--- src/rtl/eth_fcs_append.sv ---
// Byte-wide AXI-Stream stage: zero-pads short Ethernet frames to a minimum
// length and appends the IEEE 802.3 CRC-32 FCS with zero data latency.
module eth_fcs_append #(
    parameter int MIN_FRAME_LEN = 60,
    parameter int LEN_W         = 16
) (
    input  logic             clk,
    input  logic             rst,
    input  logic [7:0]       s_axis_tdata_i,
    input  logic             s_axis_tvalid_i,
    output logic             s_axis_tready_o,
    input  logic             s_axis_tlast_i,
    output logic [7:0]       m_axis_tdata_o,
    output logic             m_axis_tvalid_o,
    input  logic             m_axis_tready_i,
    output logic             m_axis_tlast_o,
    output logic             frame_done_o,
    output logic [LEN_W-1:0] frame_len_o
);

    typedef enum logic [1:0] {IDLE, DATA, PAD, FCS} state_t;

    localparam logic [31:0]      POLY    = 32'hEDB88320;
    localparam logic [LEN_W-1:0] CNT_MAX = '1;
    localparam logic [LEN_W:0]   MIN_L   = (LEN_W+1)'(MIN_FRAME_LEN);

    state_t           state_q, state_d;
    logic [31:0]      crc_q, crc_d;
    logic [LEN_W-1:0] cnt_q, cnt_d;
    logic [LEN_W-1:0] len_q, len_d;
    logic [1:0]       idx_q, idx_d;
    logic             done_q, done_d;

    logic [7:0]       m_data;
    logic             m_valid, m_last, s_ready;
    logic [LEN_W-1:0] cnt_inc;
    logic [LEN_W:0]   cnt_nxt;
    logic [31:0]      fcs;
    logic [7:0]       fcs_byte;

    function automatic logic [31:0] crc_step(input logic [31:0] c,
                                             input logic [7:0]  b);
        logic [31:0] r;
        r = c ^ {24'h0, b};
        for (int k = 0; k < 8; k++) begin
            r = r[0] ? ((r >> 1) ^ POLY) : (r >> 1);
        end
        return r;
    endfunction

    // cnt_nxt is one bit wider so the pad comparison cannot wrap
    assign cnt_nxt = {1'b0, cnt_q} + 1'b1;
    assign cnt_inc = (cnt_q == CNT_MAX) ? cnt_q : cnt_q + 1'b1;
    assign fcs     = ~crc_q;

    always_comb begin
        fcs_byte = fcs[7:0];
        unique case (idx_q)
            2'd0: fcs_byte = fcs[7:0];
            2'd1: fcs_byte = fcs[15:8];
            2'd2: fcs_byte = fcs[23:16];
            2'd3: fcs_byte = fcs[31:24];
        endcase
    end

    always_comb begin
        state_d = state_q;
        crc_d   = crc_q;
        cnt_d   = cnt_q;
        len_d   = len_q;
        idx_d   = idx_q;
        done_d  = 1'b0;
        m_data  = 8'h00;
        m_valid = 1'b0;
        m_last  = 1'b0;
        s_ready = 1'b0;
        unique case (state_q)
            IDLE, DATA: begin
                m_data  = s_axis_tdata_i;
                m_valid = s_axis_tvalid_i;
                s_ready = m_axis_tready_i;
                if (s_axis_tvalid_i && m_axis_tready_i) begin
                    crc_d   = crc_step(crc_q, s_axis_tdata_i);
                    cnt_d   = cnt_inc;
                    idx_d   = 2'd0;
                    state_d = DATA;
                    if (s_axis_tlast_i) begin
                        state_d = (cnt_nxt < MIN_L) ? PAD : FCS;
                    end
                end
            end
            PAD: begin
                m_valid = 1'b1;
                if (m_axis_tready_i) begin
                    crc_d = crc_step(crc_q, 8'h00);
                    cnt_d = cnt_inc;
                    if (cnt_nxt >= MIN_L) begin
                        state_d = FCS;
                    end
                end
            end
            FCS: begin
                m_valid = 1'b1;
                m_data  = fcs_byte;
                m_last  = (idx_q == 2'd3);
                if (m_axis_tready_i) begin
                    idx_d = idx_q + 2'd1;
                    if (idx_q == 2'd3) begin
                        done_d  = 1'b1;
                        len_d   = cnt_q + LEN_W'(4);
                        crc_d   = '1;
                        cnt_d   = '0;
                        state_d = IDLE;
                    end
                end
            end
        endcase
    end

    always_ff @(posedge clk or posedge rst) begin
        if (rst) begin
            state_q <= IDLE;
            crc_q   <= '1;
            cnt_q   <= '0;
            len_q   <= '0;
            idx_q   <= '0;
            done_q  <= 1'b0;
        end else begin
            state_q <= state_d;
            crc_q   <= crc_d;
            cnt_q   <= cnt_d;
            len_q   <= len_d;
            idx_q   <= idx_d;
            done_q  <= done_d;
        end
    end

    // Pass-through paths are combinational, so hold them quiet during reset
    assign m_axis_tdata_o  = rst ? 8'h00 : m_data;
    assign m_axis_tvalid_o = m_valid & ~rst;
    assign m_axis_tlast_o  = m_last & ~rst;
    assign s_axis_tready_o = s_ready & ~rst;
    assign frame_done_o    = done_q;
    assign frame_len_o     = len_q;

endmodule

--- config.mk ---
export PLATFORM = sky130hd
export DESIGN_NAME = eth_fcs_append
export DESIGN_NICKNAME = d
export VERILOG_FILES = /design/src/rtl/eth_fcs_append.sv
export SDC_FILE = /design/constraint.sdc
export NUM_CORES = 1
export LEC_CHECK = 0
export ABC_AREA = 1
export BUFFER_PORTS_ARGS = -buffer_cell sky130_fd_sc_hd__buf_2
export CORE_MARGIN = 3
export CORE_UTILIZATION = 45
export DETAILED_ROUTE_END_ITERATION = 12
export PLACE_DENSITY_LB_ADDON = 0.2
export SLEW_MARGIN = 20
export SYNTH_ARGS = -nofsm -noshare
export SYNTH_HDL_FRONTEND = slang
export SYNTH_SLANG_ARGS = --single-unit
--- constraint.sdc ---
create_clock -name clk -period 5.8 [get_ports clk]
set_clock_uncertainty 0.15 [all_clocks]
set_input_delay 0.29 -clock clk [delete_from_list [all_inputs] [get_ports clk]]
set_output_delay 0.29 -clock clk [all_outputs]
set_load 0.05 [all_outputs]
==> qor.yml, run 1 <==
outcome:
  status: "complete, no violations"
drt:
  antenna_left: 0
  route.detailed.drc: 0
  detail_route.wl_per_cell_microns: 16.53
  avgViaCountPerCell: 5.292
  drt_first_pass_iters: 7
  wl_microns: 17740
  vias: 5678
  drt_iter0_markers: 612
critical_path:
  worstSetupPathType: "register to register"
  cp_data_arrival_time_ns: 3.28
  crit_required_ns: 5.87
  cp_max_fo: 38
  r2r_cells: 8
  cp-start-kind: "register"
  end_kind: "register"
die:
  dieHeight_microns: 120.7
  die_area_sq_um: 14560
  ios: 41
  start_util_pct: 46.52
  fp-row-count: 41
  fp.coreArea_sq_um: 12720
  fp.dieW_microns: 120.7
yosys:
  synth-xor-area-share_pct: 13.47
  synth_cell_types: 44
  synth_compound_area_share_pct: 13.13
  synth_area_leaders: "nand2_1 (17%), dfrtp_1 (16%), dfstp_2 (14%)"
  ys_ff_latch: 69
  synth_edf_count: 0
  synthCells: 870
  synth_fa_ha_area_share_pct: 1.268
  ys_warn_count: 0
  synth_fp_nets: 889
  yosysSeqAreaShare_pct: 29.85
  synth_flop_cell: "dfrtp_1"
  async_reset_ff_share_pct: 100.0
  synth.area.mux_share_pct: 0.3805
  syn-cell-area_sq_um: 5918
  synth_top_area_cell: "nand2_1"
  synth_top_family_by_area: "simple AND/OR/NAND/NOR gates"
  syn_avg_cell_area_sq_um: 6.803
  synth-simple-area-share_pct: 32.16
  synth_largest_type_area_fraction_pct: 17.44
clock_network:
  clock_sinks: 69
  clk_latency_ns: 0.35
  cts_resized: 0
  cts_setup_buffers: 0
  ctsLongestPathBuffers: 2
  cts_tree: "built"
  cts_buffers: 9
  path_clk_slew_ns: 0.06
  ctsRootBufferMaster: "clkbuf_16"
  h-tree-depth: 3
  cts_hold_buffers: 0
final_layout:
  nNetsFinal: 915
  seq_area_sq_um: 1767
  finalNonFillerCells: 1073
  fillers: 1362
  multiInputGateArea_sq_um: 3575
  antennaDiodeCount: 0
  drive_gt1_share_pct: 16.87
  syn_to_final_growth_pct: 9.556
  post-route-util_pct: 50.96
sta:
  fin_crit_ns: 3.218
  period_share_pct: 55.48
  drv_slew: 0
  hold_viol: 0
  tns_ns: 0
  fmax_mhz: 310.8
  setup_viol: 0
  rsz0062_at_grt: "false"
  relSlewSlack_pct: 38.69
  holdWs_ns: 0.1071
  worst_pin_slew_ns: 0.9197
global_routing:
  grt_max_degree: 71
  grt_overflow: 0
  antenna_found_initial: 0
  grt_pass1_vias: 5272
  grt_use_total_pct: 25.67
  grt_pass1_wl_microns: 29100
hold_path:
  hold_class: "input pin to register"
  whs_path_depth: 3
place:
  dp.cells: 1057
  gp_congestion: 0.9320
  place_hpwl_microns: 12750
  io_buffers: 40
flow_run:
  maxCapViolations: 0
## synthesized netlist by cell type, types with 11 or more instances
master    instances
o21ai_0          50
xnor2_1          23
dfrtp_1          37
o221ai_1         11
nor2_1           63
nand2_2          20
nand3_1          62
dfstp_2          32
nand2_1         275
inv_1            80
xor2_1           55
inv_2            14
a21oi_1          39
## logic make-up after synthesis
| group | count (synthesis) |
|---|---|
| DFF | 69 |
| and+or+nand+nor | 447 |
| muxes | 2 |
| xor gates and xnor gates | 85 |
| adders and majority gates | 6 |
| buffers and inverters | 127 |
| AOI/OAI and AO/OA | 134 |
## registers in the layout, indices dropped and copies added, names as in the netlist
register      cells
state_q           2
idx_q             2
frame_done_o      1
frame_len_o      16
crc_q            32
cnt_q            16
## cells in the final DEF (no fill, tap or decap), types with 9 or more instances in the layout
master       n
nand2_1    275
inv_1       79
nor2_1      63
nand3_1     62
xor2_1      55
o21ai_0     50
buf_2       40
a21oi_1     39
dfrtp_1     37
dfstp_2     32
xnor2_1     23
nand2_2     20
inv_2       15
o221ai_1    11
clkbuf_16    9
## per-stage QoR
stage | worst slack, ns | instance area [sq um]
6_report | 2.582 | 6484
5_1_grt | 2.418 | 6484
4_1_cts | 2.657 | 6484
3_5_place_dp | 2.675 | 6165
3_3_place_gp | 2.732 | 6165
2_1_floorplan | 2.314 | 5918
## final timing paths
kind / from / to / slack (ns)
worst max-delay path: state_q[1] / cnt_q[5] / 2.58
worst min-delay path: s_axis_tvalid_i / state_q[1] / 0.11
worst max register to register: state_q[1] / cnt_q[5] / 2.58
worst min register to register: crc_q[15] / crc_q[15] / 0.34
max in group asynchronous: rst / frame_len_o[13] / 4.71
min in group asynchronous: rst / idx_q[1] / 0.18
## metal layers
metal / routed length (microns) / track usage, % / vias to the layer above
li1: - / - / 2835
met3: 1435 / 5.659 / 34
met5: 0 / 0 / -
met1: 8643 / 38.68 / 2586
met4: 417 / 9.419 / 0
met2: 7243 / 35.66 / 223
## cell type report
cell class                      instances  share of cell area (%)
Multi-Input combinational cell        674                   55.13
Sequential cell                        69                   27.25
Inverter                               98                   5.828
Clock buffer                           12                   3.802
Timing Repair Buffer                   44                   3.551
Tap cell                              172                   3.319
Clock inverter                          4                   1.119
## worst max-delay path, cell delays in order (launching register included)
cell and delay [ns]:
dfrtp_1 0.84, inv_2 0.44, a21oi_2 0.27, o21ai_2 0.07, buf_4 0.24, inv_2 0.54, o21ai_2 0.14, inv_2 0.24
o21ai_0 0.13
Power of run 1 is not shown: default switching activity piles up to over one toggle a cycle in this logic, so the estimate is an artifact.
==> run 2: changes to the inputs <==
- clock period: 5.8 -> 2.87 ns (I/O delays scaled with it)
==> qor.yml, run 2 (synthesis gave the netlist of run 1 again) <==
sta:
  tns_ns: 0  # unchanged
  drv_slew: 0  # unchanged
  worst_pin_slew_ns: 0.9013  # -0.01833 ns
  relSlewSlack_pct: 39.91  # +1.2 points
  period_share_pct: 92.94
  hold_viol: 0  # unchanged
  setup_viol: 0  # unchanged
  fmax_mhz: 374.9
  rsz0062_at_grt: "false"
  fin_crit_ns: 2.667
die:
  ios: 41  # unchanged
  fp-row-count: 41  # unchanged
  fp.coreArea_sq_um: 12720  # unchanged
  start_util_pct: 46.52  # unchanged
  fp.dieW_microns: 120.7  # unchanged
  dieHeight_microns: 120.7  # unchanged
  die_area_sq_um: 14560  # unchanged
final_layout:
  mostFrequentLayoutCells: "nand2_1 (275), inv_1 (79), nor2_1 (63), nand3_1 (62), xor2_1 (55)"
  largest_reg_flops: 32  # unchanged
  fillers: 1313  # -3.6%
  layout_commonest_cell: "nand2_1"
  antennaDiodeCount: 0  # unchanged
  seq_area_sq_um: 1767  # unchanged
  syn_to_final_growth_pct: 10.19
  final_area_sq_um: 6521  # +0.58%
  post-route-util_pct: 51.26  # +0.30 points
  regMostFlops: "crc_q"
  drive_gt1_share_pct: 17.16  # +0.29 points
  nNetsFinal: 923  # +0.87%
  multiInputGateArea_sq_um: 3575  # unchanged
clock_network:
  ctsRootBufferMaster: "clkbuf_16"
  h-tree-depth: 3  # unchanged
  cts_tree: "built"
  path_clk_slew_ns: 0.05  # about the same
  clock_sinks: 69  # unchanged
  clk_latency_ns: 0.35  # about the same
  cts_resized: 0  # unchanged
  ctsLongestPathBuffers: 2  # unchanged
  cts_setup_buffers: 0  # unchanged
  cts_buffers: 9  # unchanged
drt:
  vias: 5866  # +3.3%
  route.detailed.drc: 0  # unchanged
  wl_microns: 18230  # +2.8%
  drt_iter0_markers: 513  # -16%
  drt_first_pass_iters: 5  # -2
  detail_route.wl_per_cell_microns: 16.86  # +2.0%
  antenna_left: 0  # unchanged
  avgViaCountPerCell: 5.426  # +2.5%
global_routing:
  grt_pass1_vias: 5398  # +2.4%
  use_met3_pct: 5.847  # +0.19 points
  grt_busiest_layer: "met1"
  met1_usage_pct: 38.57  # -0.10 points
  grt_overflow: 0  # unchanged
  grt_pass1_wl_microns: 29590  # +1.7%
  grt_use_total_pct: 26.21  # +0.54 points
  grt_max_degree: 70  # -1.4%
  antenna_found_initial: 0  # unchanged
  grt_util_met2_pct: 37.62  # +2.0 points
critical_path:
  path_cells: "ha_1, clkinv_1, o221ai_1, o21ai_0, o32ai_1, buf_2"
  r2r_setup_slack_ns: 0.59  # -1.99 ns
  cp_max_fo: 10  # -74%
  crit_required_ns: 2.58  # -3.29 ns
  worstSetupPathType: "register to output port"
  cp_data_arrival_time_ns: 2.37  # -0.91 ns
  r2r_cells: 7  # -1
  crit_slowest_cell: "dfrtp_1"
  worst-path-stages: 6  # -2
  cp-start-kind: "register"
  critical_path.n_buffers_inverters: 2  # -2
  critical_path.top_delay_family: "compound AO/OA/AOI/OAI gates"
  max_stage_delay_ns: 0.38  # -0.46 ns
  end_kind: "output port"
place:
  io_buffers: 40  # unchanged
  place_area_sq_um: 6206  # +0.67%
  place_hpwl_microns: 13310  # +4.4%
  gp_congestion: 0.9330  # +0.11%
hold_path:
  hold_class: "input pin to asynchronous set/reset pin"
outcome:
  status: "complete, no violations"
flow_run:
  maxCapViolations: 0  # unchanged
[run 2: cell count changes in the layout (fill, tap and decap cells not counted), sizes merged]
| cell | previous run | this run |
|---|---|---|
| buf | 44 | 49 |
| clkinv | 2 | 4 |
| dlygate4sd3 | 0 | 3 |
| inv | 97 | 96 |
| bufinv | 2 | 1 |
[run 2: layer usage]
| layer | share of wire [%] | vias up |
|---|---|---|
| met5 | 0 | - |
| met1 | 46 | 2750 |
| met4 | 2.2 | 0 |
| met2 | 43 | 227 |
| li1 | - | 2857 |
| met3 | 8.9 | 32 |
[run 2: area by class of cell]
cell class,instances,share of cell area [%]
clock inverters,4,0.7483
multi-input cells,674,54.82
flip-flops and latches,69,27.09
inverters,98,5.852
clock buffers,12,3.626
well taps,172,3.300
repair buffers,52,4.566
[run 2: repair_timing]
item / 4_1_cts / 5_1_grt
endpoints found under the setup margin: 0 / 0
hold endpoints to repair: 3 / 0
hold buffers: 3 / 0
[run 2: path summary, 6_finish.rpt]
| path | to | from |
|---|---|---|
| setup reg to reg | crc_q[12] | crc_q[0] |
| hold / removal | idx_q[1] | rst |
| setup / recovery | m_axis_tdata_o[0] | idx_q[1] |
| max in group asynchronous | frame_done_o | rst |
| min in group clk | crc_q[29] | s_axis_tdata_i[5] |
| hold reg to reg | crc_q[15] | crc_q[15] |
[run 2: worst register-to-register path, delay by kind of cell, from the launching register on]
kind	cells	cell delay, ns
simple gates	2	0.25
buf+inv	1	0.13
xor+xnor	2	0.60
compound gates	2	0.28
flops	1	0.78
[run 2: through the flow]
| stage | cells | setup WS, ns | hold WS (ns) |
|---|---|---|---|
| after detailed placement | 1062 | 0.6108 | 0.3261 |
| after floorplan | 870 | 0.2685 | 0.1436 |
| final | 1081 | 0.2027 | 0.08948 |
| after global placement | 1062 | 0.5858 | 0.3106 |
| after global routing | 1081 | 0.03726 | 0.1856 |
| after CTS | 1081 | 0.2386 | 0.1254 |
Power of run 2 is left out for the same reason.
==> run 3: changes to the inputs <==
- clock period: 2.87 -> 3.1 ns (I/O delays scaled with it)
==> qor.yml, run 3 (synthesis gave the netlist of run 1 again) <==
drt:
  drt_first_pass_iters: 5  # unchanged
  route.detailed.drc: 0  # unchanged
  drt_iter0_markers: 553  # +7.8%
  antenna_left: 0  # unchanged
  vias: 5816  # -0.85%
  detail_route.wl_per_cell_microns: 16.97  # +0.64%
  wl_microns: 18330  # +0.55%
  avgViaCountPerCell: 5.385  # -0.76%
sta:
  period_share_pct: 84.61
  hold_viol: 0  # unchanged
  worst_pin_slew_ns: 0.9301  # +0.02879 ns
  fmax_mhz: 381.2
  drv_slew: 0  # unchanged
  rsz0062_at_grt: "false"
  fin_crit_ns: 2.623
  relSlewSlack_pct: 37.99  # -1.9 points
  tns_ns: 0  # unchanged
  setup_viol: 0  # unchanged
final_layout:
  mostFrequentLayoutCells: "nand2_1 (275), inv_1 (79), nor2_1 (63), nand3_1 (62), xor2_1 (55)"
  regMostFlops: "crc_q"
  syn_to_final_growth_pct: 10.51
  drive_gt1_share_pct: 17.40  # +0.24 points
  fillers: 1339  # +2.0%
  antennaDiodeCount: 0  # unchanged
  nNetsFinal: 922  # -0.11%
  layout_commonest_cell: "nand2_1"
  largest_reg_flops: 32  # unchanged
place:
  io_buffers: 40  # unchanged
  place_hpwl_microns: 13470  # +1.2%
  gp_congestion: 0.9838  # +5.4%
flow_run:
  maxCapViolations: 0  # unchanged
critical_path:
  cp_max_fo: 10  # unchanged
  worstSetupPathType: "register to output port"
  crit_required_ns: 2.79  # +0.21 ns
  end_kind: "output port"
  cp-start-kind: "register"
  cp_data_arrival_time_ns: 2.32  # -0.05 ns
die:
  ios: 41  # unchanged
  fp-row-count: 41  # unchanged
  start_util_pct: 46.52  # unchanged
  die_area_sq_um: 14560  # unchanged
  dieHeight_microns: 120.7  # unchanged
  fp.coreArea_sq_um: 12720  # unchanged
  fp.dieW_microns: 120.7  # unchanged
global_routing:
  grt_pass1_vias: 5481  # +1.5%
  grt_pass1_wl_microns: 29840  # +0.84%
  grt_max_degree: 70  # unchanged
  grt_overflow: 0  # unchanged
  grt_use_total_pct: 26.29  # +0.078 points
  antenna_found_initial: 0  # unchanged
clock_network:
  clock_sinks: 69  # unchanged
  cts_hold_buffers: 3  # unchanged
  cts_buffers: 9  # unchanged
  cts_setup_buffers: 0  # unchanged
  path_clk_slew_ns: 0.06  # about the same
  cts_tree: "built"
  clk_latency_ns: 0.35  # about the same
  ctsLongestPathBuffers: 2  # unchanged
  ctsRootBufferMaster: "clkbuf_16"
  h-tree-depth: 3  # unchanged
  cts_resized: 0  # unchanged
outcome:
  status: "complete, no violations"
hold_path:
  hold_class: "input pin to asynchronous set/reset pin"
## run 3: worst paths after layout
| path | end | startpoint | slack [ns] | cells past startpoint |
|---|---|---|---|---|
| min | idx_q[0] | rst | 0.12 | 3 |
| max in group asynchronous | frame_len_o[9] | rst | 2.08 | 3 |
| min reg2reg | crc_q[15] | crc_q[15] | 0.34 | 2 |
| max | m_axis_tdata_o[5] | idx_q[0] | 0.48 | 6 |
| min in group clk | crc_q[29] | s_axis_tdata_i[5] | 0.18 | 6 |
| max reg2reg | crc_q[24] | crc_q[5] | 0.74 | 10 |
## run 3: metrics by stage
step / hold WS (ns) / setup slack (ns) / instances / utilization [%] / area [sq um]
6_report: 0.1189 / 0.4770 / 1080 / 51.41 / 6540
5_1_grt: 0.1995 / 0.3886 / 1080 / 51.41 / 6540
4_1_cts: 0.1456 / 0.5176 / 1080 / 51.41 / 6540
3_5_place_dp: 0.3294 / 0.8429 / 1061 / 48.82 / 6211
3_3_place_gp: 0.3265 / 0.8317 / 1061 / 48.82 / 6211
2_1_floorplan: 0.1551 / 0.4870 / 870 / - / 5922
## run 3: critical path, cell delays in order (launching register included)
cell and delay, ns:
dfrtp_1 0.38, ha_1 0.20, clkinv_1 0.32, o221ai_1 0.26
o21ai_0 0.12, o32ai_1 0.35, buf_2 0.34
## run 3: routing by layer
layer | global-route usage, % | part of all wire [%]
met5 | 0 | 0
met2 | 38.60 | 43
met1 | 38.58 | 46
met4 | 9.632 | 2.7
met3 | 4.677 | 8.1
## run 3: layout make-up
| cell class | instances | area (sq um) | share of cell area, % |
|---|---|---|---|
| clock buffer | 9 | 225.2 | 3.444 |
| clock inverter | 7 | 73.82 | 1.129 |
| multi-input combinational | 674 | 3575 | 54.66 |
| inverter | 98 | 381.6 | 5.835 |
| timing repair buffer | 51 | 302.8 | 4.630 |
| sequential | 69 | 1767 | 27.01 |
| tap | 172 | 215.2 | 3.291 |
Power of run 3 is left out for the same reason.
